**src/rtl/hazard_ctrl.sv**
```systemverilog
// -----------------------------------------------------------------------------
// hazard_ctrl
//
// Hazard controller sitting on the consumer side of the ID/EX pipeline
// register. It looks at the ID/EX control fields and the IF/ID source
// registers and drives stall/flush/bubble controls back into PC, IF/ID and
// ID/EX. Load-use hazards stall the front end; EX-stage redirects (taken
// branch or jump) flush IF/ID and bubble ID/EX. A two-state FSM stretches
// load-use stalls to LOAD_STALL_CYCLES cycles for multi-cycle data memory.
//
// Control outputs are Mealy (state + current inputs) so a hazard is stalled
// in the same cycle it is seen.
//
// Optional feature: define HAZARD_PERF_CNT_EN to build the saturating
// stall_count / flush_count performance counters. Without it both outputs
// are tied to zero and no counter flops exist.
//
// Parameters:
//   LOAD_STALL_CYCLES  stall cycles per load-use hazard (1..15)
//   CNT_W              performance counter width
//
// Ports:
//   clk, rst            clock, asynchronous active-high reset
//   ifid_valid          IF/ID holds a real instruction
//   ifid_rs, ifid_rt    source registers of the instruction in ID
//   ifid_uses_rt        ID instruction reads rt
//   idex_memread        ID/EX instruction is a load
//   idex_regrt          load destination register in ID/EX
//   idex_branch         ID/EX instruction is a branch
//   idex_jump           ID/EX instruction is a jump
//   branch_taken        EX branch comparison result
//   pc_write            PC load enable
//   ifid_write          IF/ID load enable
//   ifid_flush          load a NOP into IF/ID
//   idex_bubble         zero ID/EX control bits on next load
//   stalling            FSM is in STALL
//   stall_count         hazard stall cycles since reset (saturating)
//   flush_count         redirect flushes since reset (saturating)
//
// State table:
//   state | meaning
//   RUN   | normal issue; single-cycle stalls and redirects handled here
//   STALL | extended load-use stall, scnt counts remaining cycles
// -----------------------------------------------------------------------------
module hazard_ctrl #(
  parameter int LOAD_STALL_CYCLES = 1,
  parameter int CNT_W             = 16
) (
  input  logic             clk,
  input  logic             rst,
  input  logic             ifid_valid,
  input  logic [4:0]       ifid_rs,
  input  logic [4:0]       ifid_rt,
  input  logic             ifid_uses_rt,
  input  logic             idex_memread,
  input  logic [4:0]       idex_regrt,
  input  logic             idex_branch,
  input  logic             idex_jump,
  input  logic             branch_taken,
  output logic             pc_write,
  output logic             ifid_write,
  output logic             ifid_flush,
  output logic             idex_bubble,
  output logic             stalling,
  output logic [CNT_W-1:0] stall_count,
  output logic [CNT_W-1:0] flush_count
);

  typedef enum logic {
    RUN   = 1'b0,
    STALL = 1'b1
  } state_t;

  // The first stall cycle is spent in RUN, so STALL covers the remainder.
  localparam logic [3:0] SCNT_INIT = 4'(LOAD_STALL_CYCLES - 1);

  state_t     state;
  logic [3:0] scnt;
  logic       load_use;
  logic       redirect;

  always_comb begin
    load_use = ifid_valid & idex_memread & (idex_regrt != 5'd0) &
               ((idex_regrt == ifid_rs) |
                (ifid_uses_rt & (idex_regrt == ifid_rt)));
    redirect = idex_jump | (idex_branch & branch_taken);
  end

  // Mealy control outputs. Reset forces a flushed, frozen front end.
  always_comb begin
    pc_write    = 1'b1;
    ifid_write  = 1'b1;
    ifid_flush  = 1'b0;
    idex_bubble = 1'b0;
    if (rst) begin
      pc_write    = 1'b0;
      ifid_write  = 1'b0;
      ifid_flush  = 1'b1;
      idex_bubble = 1'b1;
    end else if (redirect) begin
      // Redirect wins over any stall, including an extended one in STALL.
      ifid_flush  = 1'b1;
      idex_bubble = 1'b1;
    end else if ((state == STALL) || load_use) begin
      pc_write    = 1'b0;
      ifid_write  = 1'b0;
      idex_bubble = 1'b1;
    end
  end

  assign stalling = (state == STALL);

  always_ff @(posedge clk or posedge rst) begin
    if (rst) begin
      state <= RUN;
      scnt  <= 4'd0;
    end else begin
      case (state)
        RUN: begin
          if (!redirect && load_use && (LOAD_STALL_CYCLES > 1)) begin
            state <= STALL;
            scnt  <= SCNT_INIT;
          end
        end
        STALL: begin
          if (redirect) begin
            state <= RUN;
            scnt  <= 4'd0;
          end else begin
            if (scnt == 4'd1) begin
              state <= RUN;
            end
            scnt <= scnt - 4'd1;
          end
        end
        default: begin
          state <= RUN;
          scnt  <= 4'd0;
        end
      endcase
    end
  end

`ifdef HAZARD_PERF_CNT_EN
  localparam logic [CNT_W-1:0] CNT_MAX = '1;

  always_ff @(posedge clk or posedge rst) begin
    if (rst) begin
      stall_count <= '0;
      flush_count <= '0;
    end else begin
      if (!pc_write && (stall_count != CNT_MAX)) begin
        stall_count <= stall_count + CNT_W'(1);
      end
      if (ifid_flush && (flush_count != CNT_MAX)) begin
        flush_count <= flush_count + CNT_W'(1);
      end
    end
  end
`else
  assign stall_count = '0;
  assign flush_count = '0;
`endif

endmodule

```
**config.mk**
```make
export PLATFORM = sky130hd
export DESIGN_NAME = hazard_ctrl
export DESIGN_NICKNAME = d
export VERILOG_FILES = /design/src/rtl/hazard_ctrl.sv
export SDC_FILE = /design/constraint.sdc
export NUM_CORES = 1
export LEC_CHECK = 0
export CAP_MARGIN = 15
export CORE_MARGIN = 3
export CORE_UTILIZATION = 30
export CTS_CLUSTER_SIZE = 20
export DETAILED_ROUTE_END_ITERATION = 8
export PLACE_DENSITY = 0.83
export SLEW_MARGIN = 20
export SYNTH_ARGS = -nofsm -noshare
export SYNTH_HDL_FRONTEND = slang
export SYNTH_SLANG_ARGS = --single-unit
```
**constraint.sdc**
```tcl
create_clock -name clk -period 1.5 [get_ports clk]
set_input_delay 0.15 -clock clk [delete_from_list [all_inputs] [get_ports clk]]
set_output_delay 0.15 -clock clk [all_outputs]
set_load 0.01 [all_outputs]
```
==> impl_results.md <==
* Post-route cell area at 927.1 um^2
* Synth top area share at 37.43%
* Hold Vio Cnt, Final at 0
* Layout Cells excl Fill at 148
* Asr flop ratio synth at 100.0%
* Tcrit/Tclk final at 101.8%
* LEAKAGE at 0.0005001 uW
* WP data required at 1.35 ns
* GRT Overall Usage at 11.19%
* PwrDens at 499.4 nW/um^2
* Yosys top cell by area: buf_4
* Ports at 60
* Max cap viols at 0
* Clock skew at 0.002024 ns
* Core Area at 2022 um^2
* CTS buffer count at 3
* Synth top cells by count: buf_4 (33), xor2_1 (9), o21ai_0 (6)
* Worst setup EP type: primary output
* Yosys warns at 0
* Number of global-route vias before repair at 547
* Worst-path cell chain: buf_8 -> xor2_2 -> nor4_2 -> a32oi_1 -> o311a_1 -> buf_2
* Outcome: complete, but fails checks
* Sequential share of the synthesized area at 18.90%
* Ranking of synthesized cells by area: buf_4 (37%), dfrtp_1 (19%), xor2_1 (12%)
* DRC viols at 0
* Placed cells at 144
* Ys flop type: dfrtp_1
* Crit-path max FO at 3
* Post-DP HPWL at 1.301 mm
* Fin. max-slew vios at 0
* Post-DR vias/cell at 3.872
* Max Fclk at 654.8 MHz
* Filler cell count in the final layout at 214
* Violated checks: setup timing
* Row count at 16
* Critical path arrival at 1.38 ns
* Wirelength, routed at 1.463 mm
* Initial Util at 32.74%
* Min-delay worst type: input port to async pin
* Global-route wire length before repair at 2.270 mm
* Root buffer cell: clkbuf_4
* Post-CTS setup buffers at 0
* Die area at 2806 um^2
* Input/output buffers at 27
* Chip width at 52.97 um
* Crit path max-delay cell type: o311a_1
* Layout cell share with drive strength beyond 1 at 23.97%
* Seq cells post-synth at 5
* Worst stage delay on the critical path at 0.36 ns
* Final #Nets at 147
* Setup crit start kind: input port
* Setup WS post-layout at -0.02717 ns
* CTS Buffer Depth at 2
* Drt pass-1 iters at 4
* Largest net degree at the start of global routing at 10
* Total gr overflow at 0
* Number of H-tree levels at 1
* Clk_lat worst skew at 0.24 ns
* Wire per inst at 9.885 um
* Yosys cell types at 22
* Total number of vias at 573
* Initial DRC count at 4
* CTS Sinks at 5
* Maximum VDD drop at 0.2449 mV
* Synth Cell Area at 661.9 um^2
* Gpl congestion at 0.7275
* Final min period at 1.527 ns
* Avg Cell Area, Syn at 7.975 um^2
* Gate Count Post-Synth at 83
* Most common cell in the netlist: buf_4
* Die height at 52.97 um
* Number of synthesized flops with an enable pin at 0
* Diode count at 0
* Layout area overhead at 40.08%
* Unrepaired setup endpoints after global routing: yes
* Antenna violations before repair at 0
* Final ANT Viol Nets at 0
* Critical path class: input port to primary output
* # setup viols final at 3
* CTS tree: done
* TNS Setup at -0.06597 ns
* Clk pin slew, worst setup/hold paths at 0.05 ns
* Placed Area at 905.9 um^2
## flip-flops by register name (all words and copies together), names as in the netlist
signal / flops
stalling: 1
scnt: 4
## path summary, 6_finish.rpt
check	start	endpoint	slack, ns	cells after the start
max reg2reg	scnt[0]	scnt[1]	0.43	4
min in group clk	branch_taken	stalling	0.37	5
max	idex_regrt[3]	ifid_write	-0.03	6
max in group asynchronous	rst	scnt[2]	1.15	3
min reg2reg	scnt[3]	scnt[3]	0.49	1
min	rst	stalling	0.24	3
## placed cells by master, fill, tap and decap left out, drive strengths merged, types with 2 or more instances in the layout
| cell | netlist | routed |
|---|---|---|
| dlygate4sd2 | 0 | 6 |
| clkdlybuf4s15 | 0 | 3 |
| o21ai | 6 | 6 |
| ha | 2 | 2 |
| nor3 | 2 | 2 |
| dfrtp | 5 | 5 |
| nor2 | 3 | 3 |
| conb | 1 | 32 |
| a21oi | 2 | 2 |
| clkbuf | 1 | 5 |
| nand3 | 3 | 3 |
| nand2 | 4 | 4 |
| buf | 33 | 19 |
| inv | 3 | 3 |
| xor2 | 9 | 9 |
| dlymetal6s2s | 0 | 2 |
| clkdlybuf4s50 | 0 | 6 |
## metrics by stage
stage	worst slack, ns	power, uW	hold WS, ns	util [%]
after floorplan	0.1283	275.6	-0.05505	-
after global placement	-0.7134	311.0	0.4793	44.80
after detailed placement	-0.7941	314.2	0.4827	44.80
after CTS	-0.05468	466.2	0.2295	45.24
after global routing	-0.1241	494.1	0.2663	45.85
final	-0.02717	463.0	0.2366	45.85
## critical path: cells and delay by family
| family | cells | cell delay, ns |
|---|---|---|
| XOR/XNOR | 1 | 0.16 |
| buffers and inverters | 2 | 0.24 |
| AND/OR/NAND/NOR | 1 | 0.28 |
| AO/OA/AOI/OAI | 2 | 0.54 |
## metal layers
metal | share of wire, % | global-route usage (%) | vias to the layer above
met5 | 0 | 0 | -
met3 | 17 | 5.634 | 0
met1 | 32 | 10.32 | 243
met2 | 51 | 20.25 | 47
li1 | - | - | 283
met4 | 0 | 5.106 | 0
## final cells by class
type	count	area [um^2]	area share, %
Inverter	3	11.26	1.215
Timing Repair Buffer	37	316.6	34.14
Sequential cell	5	125.1	13.50
Clock buffer	4	26.28	2.834
Tap cell	27	33.78	3.644
Multi-Input combinational cell	72	414.1	44.67
## power by group
group          total (uW)  switching (uW)  internal, uW
clock network         158            57.6           101
logic                 169            90.0          79.3
registers             135               0           135
## repair_timing
item	in CTS	in global routing
hold buffers	0	0
pin swaps	14	6
setup endpoints to repair	4	5
resized for setup	51	9
## logic make-up (layout without fill, tap and decap cells)
kind of cell,after synthesis,after routing,share of synthesized area [%]
buffers and inverters,37,44,39.70
and+or+nand+nor,15,15,11.72
AOI/OAI and AO/OA,13,13,12.10
xor gates and xnor gates,10,10,13.23
DFF,5,5,18.90
adders and majority gates,2,2,3.780
other,1,32,0.5666
Power figures use the tool's default switching activity.
==> RTL edit (same flow settings) <==
Build with the macro `HAZARD_PERF_CNT_EN` defined.
--- a/src/rtl/hazard_ctrl.sv
+++ b/src/rtl/hazard_ctrl.sv
@@ -43,4 +43,6 @@
 //   STALL | extended load-use stall, scnt counts remaining cycles
 // -----------------------------------------------------------------------------
+`define HAZARD_PERF_CNT_EN
+
 module hazard_ctrl #(
   parameter int LOAD_STALL_CYCLES = 1,
Behaviour: not the same (Yosys sat finds a counterexample within 4 cycles, from zero or initial values and one cycle with rst high).
==> RTL edit against the original RTL <==
The run still ends with setup timing left. Clock skew is 6.5 ps higher. Via count grew to 3.4 times the old value. Worst setup slack worse by 150 ps. Power grew to 9.7 times the old value. Final area grew to 4.0 times the old value. Wire length grew to 4.3 times the old value. Global-route usage is 5.0 points higher. Sequential cell count is 32 higher. Largest cell class unchanged. Synthesized cell count is 130% higher. Synthesized area grew to 3.0 times the old value. Count of clock-buffer cells in the layout is 2 higher. Die area grew to 2.7 times the old value.
==> RTL edit: results (changes against the original RTL) <==
.. list-table::
   :header-rows: 1

   * - Metric
     - Value
   * - Longest individual stage delay on the worst path
     - 380 ps (+20 ps)
   * - Wire length of the first global-routing pass
     - 9650 um (+320%)
   * - Sequential area share after synthesis
     - 47.3% (+28 points)
   * - Slowest cell on the critical path
     - sky130_fd_sc_hd__o311a_4
   * - Area share of the leading cell type in the synthesized netlist
     - 47.3% (+9.8 points)
   * - Depth of the CTS H-tree
     - 2 (+1)
   * - Top post-synthesis cells by area
     - sky130_fd_sc_hd__dfrtp_1 (47%), sky130_fd_sc_hd__xnor2_1 (9.4%), sky130_fd_sc_hd__xor2_1 (8.0%)
   * - Count of filler cells inserted in the layout
     - 497 (+130%)
   * - DRT iter0 DRCs
     - 74 (+70)
   * - Global-route usage over all layers
     - 16.1% (+5.0 points)
   * - Number of nets in the layout
     - 352 (+140%)
   * - Layout cell share with drive strength beyond 1
     - 47.9% (+24 points)
   * - Worst slack at placement
     - -831 ps (-36.7 ps)
   * - Reg-to-reg slack, setup
     - -160 ps (-590 ps)
   * - Largest net degree at the start of global routing
     - 38 (+28)
   * - Top fanout value on the critical path
     - 5 (+2)
   * - Final Wtd Congestion
     - 0.782 (+7.5%)
   * - Count of input and output buffers
     - 59 (+120%)
   * - Accumulated negative setup slack
     - -2750 ps (-2690 ps)
   * - DPL Wire Length
     - 4120 um (+220%)
   * - Final critical-path setup slack
     - -178 ps (-151 ps)
   * - Result of the run
     - finished with violations
   * - FF-to-FF End
     - stall_count[13]
   * - Cts bufs inserted
     - 5 (+2)
   * - Routed len/inst
     - 15.5 um (+57%)
   * - Clock-pin slew on the worst setup and hold paths
     - 70 ps (+20 ps)
   * - Leakage
     - 0.00186 uW (+270%)
   * - Post-synthesis instance total
     - 187 (+130%)
   * - Clock tree root buffer cell
     - sky130_fd_sc_hd__clkbuf_8
   * - Total of endpoints with negative setup slack in the final report
     - 31 (+28)
   * - Violated checks
     - setup timing
   * - Type of the tightest min-delay check
     - in -> reg
   * - Worst hold slack
     - 446 ps (+209 ps)
   * - Mean number of vias per cell
     - 4.80 (+24%)
   * - Largest vdd supply drop
     - 0.000904 V (+270%)
   * - Worst skew pair latency
     - 290 ps (+50 ps)
   * - Via count of the first global-routing pass
     - 2106 (+290%)
   * - Logic depth of the worst register-to-register path
     - 5 (+1)
   * - Setup skew after layout
     - 8.48 ps (+6.45 ps)
   * - Startpoint of the most critical register-to-register path
     - stall_count[2]
   * - Wire length reported by the detailed router
     - 6230 um (+330%)
[RTL edit: cell count changes after synthesis, sizes merged, moves of 4 or more]
cell	unedited run	this run
dfrtp	5	37
nand4	0	8
xnor2	1	21
and4	0	5
nor2	3	9
nor3	2	8
nand2	4	21
nand3	3	13
xor2	9	18
buf	33	4
nor4	1	5
[RTL edit: per-stage QoR]
stage	cell area [um^2]	utilization, %
6_report	3750	61.2
5_1_grt	3750	61.2
4_1_cts	3550	57.9
3_5_place_dp	3180	51.9
3_3_place_gp	3180	51.9
2_1_floorplan	2130	-
[RTL edit: cell type report]
type / count / area, um^2 / area share (%)
clock inverter: 2 / 37.5 / 1.00
tap: 75 / 93.8 / 2.50
clock buffer: 6 / 82.6 / 2.20
multi-input combinational: 140 / 1340 / 35.7
timing repair buffer: 136 / 1240 / 33.2
inverter: 5 / 22.5 / 0.600
sequential: 37 / 932 / 24.8
[RTL edit: routing by layer]
layer	part of all wire [%]	vias up	track usage [%]
met1	38	942	18.7
met4	1.9	0	4.96
met3	3.3	13	3.23
met5	0	-	0
met2	56	39	29.6
li1	-	932	-
[RTL edit: how the worst max path moves through the flow]
stage,to,slack [ps],startpoint,cells past startpoint
6_report,stall_count[1],-180,idex_regrt[2],8
5_1_grt,stall_count[13],-240,stall_count[3],5
4_1_cts,stall_count[13],-160,stall_count[3],5
3_5_place_dp,pc_write,-830,idex_regrt[0],5
3_3_place_gp,pc_write,-820,idex_regrt[0],5
2_1_floorplan,flush_count[15],-260,flush_count[5],7
[RTL edit: critical path, delay by kind of cell]
kind / cells / cell delay, ps
buffers and inverters: 3 / 370
and+or+nand+nor: 2 / 410
AOI/OAI and AO/OA: 2 / 630
muxes: 1 / 280
[RTL edit: timing repair]
action	4_1_cts	5_1_grt
gates resized for setup	97	47
pin swaps	48	24
setup buffers	13	8
endpoints found under the setup margin	37	47
[RTL edit: report_power, final]
part / total (uW) / leakage, uW / switching [uW] / internal [uW]
registers: 1410 / 0.000455 / 159 / 1250
clock network: 917 / 0.0000574 / 376 / 541
logic: 2180 / 0.00135 / 980 / 1200
total: 4510 / 0.00186 / 1520 / 2990
[RTL edit: kinds of logic (layout without fill, tap and decap cells)]
| family | after synthesis | after routing | share of synthesized area (%) |
|---|---|---|---|
| multiplexers | 3 | 3 | 1.92 |
| AO/OA/AOI/OAI | 14 | 14 | 6.19 |
| AND/OR/NAND/NOR | 80 | 80 | 22.0 |
| flip-flops | 37 | 37 | 47.3 |
| XOR/XNOR | 39 | 39 | 17.4 |
| adder cells (fa/ha/maj) | 4 | 4 | 2.55 |
| buffers and inverters | 10 | 149 | 2.62 |
